<file path="src/rtl/rominit_router.sv">
// Download router: decodes the ioctl byte stream into NREG ROM/RAM init regions.
// A first-word-fall-through FIFO decouples the host from target backpressure.
module rominit_router #(
  parameter int unsigned          NREG  = 2,
  parameter int unsigned          AW    = 25,
  parameter int unsigned          RAW   = 12,
  parameter int unsigned          DEPTH = 4,
  parameter logic [NREG*AW-1:0]   BASE  = {25'h1000, 25'h0000},
  parameter logic [NREG*AW-1:0]   SIZE  = {25'h0400, 25'h1000},
  parameter logic [NREG*8-1:0]    INDEX = {8'h00, 8'h00}
) (
  input  logic            CLK,
  input  logic            RESB,
  input  logic            IOCTL_DOWNLOAD,
  input  logic [7:0]      IOCTL_INDEX,
  input  logic            IOCTL_WR,
  input  logic [AW-1:0]   IOCTL_ADDR,
  input  logic [7:0]      IOCTL_DOUT,
  output logic            IOCTL_WAIT,
  output logic [NREG-1:0] ROMINIT_SEL,
  output logic [RAW-1:0]  ROMINIT_ADDR,
  output logic [7:0]      ROMINIT_DATA,
  output logic            ROMINIT_VALID,
  input  logic            ROMINIT_READY,
  output logic [NREG-1:0] LOADED,
  output logic            MISS,
  output logic            OVERFLOW,
  output logic            DONE
);

  localparam int unsigned PW      = $clog2(DEPTH);
  localparam logic [PW:0] CntMax  = (PW+1)'(DEPTH);
  localparam logic [PW:0] CntHigh = (PW+1)'(DEPTH - 1);
  localparam logic [PW:0] CntOne  = (PW+1)'(1);
  localparam logic [PW-1:0] PtrOne = PW'(1);

  typedef enum logic [1:0] {StIdle, StLoad, StDrain, StDone} state_e;

  state_e          state_q, state_d;
  logic            dl_q, armed_q, pend_q, pend_d;
  logic [NREG-1:0] loaded_q, loaded_d;
  logic            miss_q, miss_d, ovf_q, ovf_d;
  logic [PW:0]     cnt_q, cnt_d;
  logic [PW-1:0]   wptr_q, rptr_q;

  logic [NREG-1:0] mem_sel  [DEPTH];
  logic [RAW-1:0]  mem_addr [DEPTH];
  logic [7:0]      mem_data [DEPTH];

  logic            hit;
  logic [NREG-1:0] hit_sel;
  logic [RAW-1:0]  hit_addr;
  logic [AW:0]     addr_ext, lo_ext, hi_ext;

  // Walk regions high to low so the lowest matching index is the one left standing.
  always_comb begin
    hit      = 1'b0;
    hit_sel  = '0;
    hit_addr = '0;
    addr_ext = {1'b0, IOCTL_ADDR};
    lo_ext   = '0;
    hi_ext   = '0;
    for (int i = NREG - 1; i >= 0; i--) begin
      lo_ext = {1'b0, BASE[i*AW +: AW]};
      hi_ext = lo_ext + {1'b0, SIZE[i*AW +: AW]};
      if (IOCTL_INDEX == INDEX[i*8 +: 8] && addr_ext >= lo_ext && addr_ext < hi_ext) begin
        hit        = 1'b1;
        hit_sel    = '0;
        hit_sel[i] = 1'b1;
        hit_addr   = RAW'(IOCTL_ADDR - BASE[i*AW +: AW]);
      end
    end
  end

  logic dl_rise, dl_fall, empty, full, in_load, strobe, push, pop, start;

  // armed_q blocks a level-high download after reset from looking like a fresh start.
  assign dl_rise = IOCTL_DOWNLOAD & ~dl_q & armed_q;
  assign dl_fall = ~IOCTL_DOWNLOAD & dl_q;
  assign empty   = (cnt_q == '0);
  assign full    = (cnt_q == CntMax);
  assign in_load = (state_q == StLoad);
  assign strobe  = in_load & IOCTL_WR;
  assign push    = strobe & hit & ~full;
  assign pop     = ~empty & ROMINIT_READY;

  always_comb begin
    cnt_d = cnt_q;
    if (push && !pop) begin
      cnt_d = cnt_q + CntOne;
    end else if (pop && !push) begin
      cnt_d = cnt_q - CntOne;
    end
  end

  always_comb begin
    state_d = state_q;
    pend_d  = pend_q;
    start   = 1'b0;
    unique case (state_q)
      StIdle: begin
        if (dl_rise) begin
          state_d = StLoad;
          start   = 1'b1;
        end
      end
      StLoad: begin
        if (dl_fall) state_d = StDrain;
      end
      StDrain: begin
        if (dl_rise) pend_d = 1'b1;
        if (cnt_d == '0) state_d = StDone;
      end
      StDone: begin
        pend_d = 1'b0;
        if (pend_q || dl_rise) begin
          state_d = StLoad;
          start   = 1'b1;
        end else begin
          state_d = StIdle;
        end
      end
      default: state_d = StIdle;
    endcase
  end

  always_comb begin
    loaded_d = loaded_q;
    miss_d   = miss_q;
    ovf_d    = ovf_q;
    if (start) begin
      loaded_d = '0;
      miss_d   = 1'b0;
      ovf_d    = 1'b0;
    end
    if (pop) loaded_d = loaded_d | ROMINIT_SEL;
    if (strobe && !hit) miss_d = 1'b1;
    if (strobe && hit && full) ovf_d = 1'b1;
  end

  always_ff @(posedge CLK or negedge RESB) begin
    if (!RESB) begin
      state_q  <= StIdle;
      dl_q     <= 1'b0;
      armed_q  <= 1'b0;
      pend_q   <= 1'b0;
      loaded_q <= '0;
      miss_q   <= 1'b0;
      ovf_q    <= 1'b0;
      cnt_q    <= '0;
      wptr_q   <= '0;
      rptr_q   <= '0;
    end else begin
      state_q  <= state_d;
      dl_q     <= IOCTL_DOWNLOAD;
      armed_q  <= armed_q | ~IOCTL_DOWNLOAD;
      pend_q   <= pend_d;
      loaded_q <= loaded_d;
      miss_q   <= miss_d;
      ovf_q    <= ovf_d;
      cnt_q    <= cnt_d;
      if (push) wptr_q <= wptr_q + PtrOne;
      if (pop)  rptr_q <= rptr_q + PtrOne;
    end
  end

  always_ff @(posedge CLK) begin
    if (push) begin
      mem_sel[wptr_q]  <= hit_sel;
      mem_addr[wptr_q] <= hit_addr;
      mem_data[wptr_q] <= IOCTL_DOUT;
    end
  end

  assign ROMINIT_VALID = ~empty;
  assign ROMINIT_SEL   = empty ? '0 : mem_sel[rptr_q];
  assign ROMINIT_ADDR  = empty ? '0 : mem_addr[rptr_q];
  assign ROMINIT_DATA  = empty ? '0 : mem_data[rptr_q];
  // One slot of headroom remains when WAIT rises, for a strobe already in flight.
  assign IOCTL_WAIT    = (cnt_q >= CntHigh) || (state_q == StDrain) || (state_q == StDone);
  assign LOADED        = loaded_q;
  assign MISS          = miss_q;
  assign OVERFLOW      = ovf_q;
  assign DONE          = (state_q == StDone);

endmodule
</file>
<file path="config.mk">
export PLATFORM = sky130hd
export DESIGN_NAME = rominit_router
export DESIGN_NICKNAME = d
export VERILOG_FILES = /design/src/rtl/rominit_router.sv
export SDC_FILE = /design/constraint.sdc
export NUM_CORES = 1
export LEC_CHECK = 0
export BUFFER_PORTS_ARGS = -buffer_cell sky130_fd_sc_hd__buf_2
export CAP_MARGIN = 10
export CORE_MARGIN = 2
export CORE_UTILIZATION = 55
export CTS_CLUSTER_DIAMETER = 200
export DETAILED_ROUTE_END_ITERATION = 7
export PLACE_DENSITY = 0.85
export SLEW_MARGIN = 20
export SYNTH_ARGS = -nofsm -noshare
export SYNTH_HDL_FRONTEND = slang
export SYNTH_SLANG_ARGS = --single-unit
</file>
<file path="constraint.sdc">
create_clock -name CLK -period 4 [get_ports CLK]
set_input_delay 0.6 -clock CLK [delete_from_list [all_inputs] [get_ports CLK]]
set_output_delay 0.6 -clock CLK [all_outputs]
set_load 0.02 [all_outputs]
</file>
### Yosys cells after proc, flatten, opt, wreduce, memory -nomap -nowiden

Memories as Yosys holds them, arrays and structs flattened.
Cells that the tools add are included.

* memory bits (writable): 88
* logic and storage cells: 94
* memories kept: 3
* input bits: 46
* output and inout bits: 29
* register bits: 16

* bitwise logic cells: 13
* reductions and logical operators: 23
* multiplexer cells: 28
* order comparisons: 4
* equal/unequal tests: 8
* add/subtract/negate cells: 5

Memory list
* mem_addr: words 4, width 12, rd ports 1, clocked after Yosys merged registers in 0, wr ports 1, RTL line 47 `logic [RAW-1:0] mem_addr [DEPTH];`
* mem_data: words 4, width 8, rd ports 1, clocked after Yosys merged registers in 0, wr ports 1, RTL line 48 `logic [7:0] mem_data [DEPTH];`
* mem_sel: words 4, width 2, rd ports 1, clocked after Yosys merged registers in 0, wr ports 1, RTL line 46 `logic [NREG-1:0] mem_sel [DEPTH];`

Operator list (count)
* $lt A25 B13 Y1 const B: 2
* $mux W12: 3
* $ge A25 B13 Y1 const B: 1
* $mux W2: 8
* $sub A12 B1 Y12 const B: 1
* $mux W1: 11
* $logic_and A1 B1 Y1: 8
* $logic_not A8 Y1: 1
* $mux W8: 1
* $ne A2 B2 Y1 const B: 4
* $pmux W2 S4: 1
* $and A1 B1 Y1: 7
* $logic_not A3 Y1: 2
* $mux W3: 2
* $reduce_bool A2 Y1: 3
* $add A2 B1 Y2 const B: 2
* $eq A2 B2 Y1 const B: 2
* $not A1 Y1: 4
* $pmux W1 S2: 2
* $add A3 B1 Y3 const B: 1
* $eq A3 B3 Y1 const B: 1
* $ge A3 B2 Y1 const B: 1
* $logic_not A1 Y1: 3
* $logic_or A1 B1 Y1: 3
* 7 further kinds: 7

### Logic depth before layout (Yosys ltp)

* depth after elaboration: 14
* gate-level depth with buffers: 9
* gate-level depth less buffers: 9

### Least setup slack after synthesis

No wires, ideal clock.

* kind: input port to flip-flop
* start: input port IOCTL_ADDR[11]
* end: register state_q[1]
* stages: 7
* required time: 3875 ps
* arrival: 2367 ps
* buffers on the path: 0
* slack: 1508 ps
* setup time: 125 ps
* path through: or2_1 > a221o_1 > o31a_1 > nor4b_4 > o41ai_2 > a21o_1 > mux2_4

* cells in the longest elaborated chain, start to end: 14
* elaborated cells between the ends (all ways): 18
* those cells by class: order compare (3); eq/ne (1); mux (4); bitwise (2); reduce/logical (8)

RTL lines
* start, declared: RTL line 17 `input logic [AW-1:0] IOCTL_ADDR,`
* $ge A25 B13 Y1: RTL line 66 `if (IOCTL_INDEX == INDEX[i*8 +: 8] && addr_ext >= lo_ext && addr_ext < hi_ext) begin`
* $logic_and A1 B1 Y1 (2 in a row): RTL line 66
* $mux W1: RTL line 66
* $mux W1 *: RTL line 66
* $and A1 B1 Y1 * (2 in a row): RTL line 84 `assign push = strobe & hit & ~full;`
* $logic_not A1 Y1: RTL line 91 `end else if (pop && !push) begin`
* $logic_and A1 B1 Y1: RTL line 91
* $mux W3: RTL line 91
* $mux W3 *: RTL line 89 `if (push && !pop) begin`
* $logic_not A3 Y1 *: RTL line 112 `if (cnt_d == '0) state_d = StDone;`
* $ne A2 B2 Y1 (no line) *
* $reduce_and A3 Y1 (no line) *
* end signal, assigned: RTL line 143 `state_q <= StIdle;`
* end signal, assigned: RTL line 154 `state_q <= state_d;`
* end, declared: RTL line 39 `state_e state_q, state_d;`

Mark *: on every way between the ends. The rest lies on a longest branch, timed or not.
A chain may end at the register's enable or synchronous reset.

### Worst setup path after layout

* start: register rptr_q[0]
* end: output port ROMINIT_SEL[1]

* cells in the longest elaborated chain, start to end: 2

RTL lines
* start, declared: RTL line 44 `logic [PW-1:0] wptr_q, rptr_q;`
* start signal, assigned: RTL line 163 `if (pop) rptr_q <= rptr_q + PtrOne;`
* $mem_v2 Z4 W2
* $mux W2: RTL line 176 `assign ROMINIT_SEL = empty ? '0 : mem_sel[rptr_q];`
* end, declared: RTL line 20 `output logic [NREG-1:0] ROMINIT_SEL,`

No other way between the ends.

==> impl_metrics.tcl <==
set metrics [dict create \
    fmax_mhz 347 \
    critPathTopFamily "flip-flops" \
    antenna_found_initial 0 \
    slew_viol_final 0 \
    hold_viol 0 \
    cts_resized 0 \
    final_cell_mix "edfxtp_1 (88), buf_2 (74), and2_1 (37)" \
    skew_ns 0.0114 \
    drtIter0Drc 131 \
    wl_um 7810 \
    ys.flop_type "edfxtp_1" \
    fin_nets 411 \
    route.vias.total 2516 \
    start_kind "flip-flop" \
    tns_ns 0 \
    cts-buffers-inserted 9 \
    ys_types 40 \
    synth_area_um2 4520 \
    place_ws_ns 1.19 \
    status "completed" \
    cpMaxStageDelayCell "dfrtp_2" \
    endpoint_kind "output port" \
    cts_tree "built" \
    die_width_um 94.6 \
    via_per_inst 5.45 \
    avgSynthCellArea_um2 16.7 \
    crit_buf_inv 1 \
    grtUsageTotal_pct 19.1 \
    port_buffers 74 \
    slew_headroom_pct 31.3 \
    grt_pass1_vias 2481 \
    grt_setup_unrepaired "false" \
    area_growth_pct 15.9 \
    synth.net_count 329 \
    drive_gt1_share_pct 36.1 \
    setup_viol 0 \
    postCtsSetupRepairBufs 0 \
    powerDensity_nw_per_um2 594 \
    ys_ff_latch 104 \
    grt_pass1_wl_um 12500 \
    synth_warnings 0 \
    globalRouteOverflowTotal 0 \
    numPlacedInstances 446 \
    hold_buffers 0 \
    core-area_um2 8090 \
    die_area_um2 8960 \
    drv_cap 0 \
    insertedDiodeCount 0 \
    cts.sink_count 104 \
    r2r_slack_ns 1.25 \
    critPathKind "reg2out" \
    synth_edf_count 88 \
    worstPathRequired_ns 3.40 \
    synth_top_family_by_area "multiplexers" \
    gp_congestion 0.807 \
    dp.final_hpwl_um 5140 \
    timing.final.crit_share_pct 72.0 \
    hp-class "in2async" \
    clk_path_buf_depth 2 \
    postRouteAntennaNets 0 \
    fin_crit_ns 2.88 \
    yosys-mux-area-fraction_pct 11.5 \
    yosys.area_share.adder_pct 3.60 \
    arrival_ns 2.28 \
    htree_num_levels 3 \
    dr.pass1.iters 4 \
    synth_compound_area_share_pct 3.77 \
    synthSimpleGateAreaFrac_pct 11.2 \
    drc 0 \
    grt_max_degree 26 \
    finalNonFillerCells 462 \
    fin_ws_ns 1.12 \
    async_reset_ff_share_pct 15.4 \
    max_stage_delay_ns 0.90 \
    final_util_pct 64.7 \
    cp_cell_sequence "mux4_2 -> and2_1 -> buf_2" \
    root_buffer "clkbuf_8" \
    start_util_pct 55.8 \
    final_common_cell "edfxtp_1" \
    rows 33 \
    clock_latency_ns 0.37 \
    die_y_um 94.6 \
    path_clk_slew_ns 0.10 \
    peakVddDrop_uv 429 \
    yosysSeqAreaShare_pct 67.3 \
    cellLeakagePower_uw 0.00179 \
    wl_per_cell_um 16.9 \
    synth_xor_xnor_area_share_pct 0.969 \
    pin_count 75 \
    worst_pin_slew_ns 1.03 \
    synth_cells 270 \
    critical_path.max_fanout 24 \
]
final timing paths:
check,startpoint,depth (start not counted),end
setup / recovery,rptr_q[0],3,ROMINIT_SEL[1]
hold / removal,RESB,1,state_q[1]
setup reg to reg,cnt_q[0],10,state_q[1]
hold reg to reg,armed_q,1,armed_q
max in group asynchronous,RESB,1,rptr_q[0]
min in group CLK,IOCTL_DOWNLOAD,1,dl_q
cells by family after synthesis:
logic type	Yosys count
xor gates and xnor gates	5
AOI/OAI and AO/OA	23
adders and majority gates	13
and+or+nand+nor	83
DFF	104
muxes	24
buffers and inverters	18
flip-flops by register name, indices dropped and copies added (netlist names):
name      flops
mem_addr     48
MISS          1
armed_q       1
mem_data     32
rptr_q        2
wptr_q        2
LOADED        2
pend_q        1
mem_sel       8
state_q       2
dl_q          1
OVERFLOW      1
cnt_q         3
stage by stage:
stage	power [µW]	hold slack (ns)	cell area [µm²]
after floorplan	2170	0.304	4520
after global placement	2460	0.453	5030
after detailed placement	2470	0.462	5030
after CTS	3140	0.139	5240
after global routing	3280	0.165	5240
final	3110	0.137	5240
worst register-to-register path, delay by kind of cell, from the launching register on:
family                     cells  cell delay [ns]
and+or+nand+nor                4             0.83
DFF                            1             0.47
AOI/OAI and AO/OA              2             0.44
buffers and inverters          2             0.40
muxes                          1             0.30
adders and majority gates      1             0.22
metal layers:
layer	vias up	share of wire [%]	track usage [%]	wire (µm)
li1	1190	-	-	-
met5	-	0	0	0
met2	80	49	30.9	3820
met4	0	1.4	7.13	113
met3	10	4.9	2.87	384
met1	1236	45	26.8	3490
power by group:
| part | switching [µW] | internal (µW) |
|---|---|---|
| combinational | 542 | 499 |
| sequential | 178 | 1220 |
| clock | 371 | 302 |
synth_stat cells, types with 2 or more instances:
library cell,count,area [µm²]
dfrtp_1,16,400
xnor2_1,5,43.8
nor3_1,2,10.0
or2_1,2,12.5
clkbuf_1,6,22.5
o21ai_1,2,10.0
nor4_1,6,37.5
nor4_2,2,25.0
nand3_1,2,10.0
mux4_2,22,495
a21o_1,2,15.0
inv_1,9,33.8
edfxtp_1,88,2640
and2_1,37,231
a21oi_1,2,10.0
nand2_1,15,56.3
a22o_1,3,26.3
ha_1,13,163
nor2_1,7,26.3
nand2b_1,2,12.5
o21ai_0,8,40.0
final cells by class:
cell class	instances	area (µm²)
Tap cell	105	131
Timing Repair Buffer	80	415
Multi-Input combinational cell	148	1400
Sequential cell	104	3040
Clock buffer	9	124
Inverter	9	33.8
Clock inverter	7	86.3
Fill cell	591	2860
No activity file was read; power rests on OpenSTA's default activity.
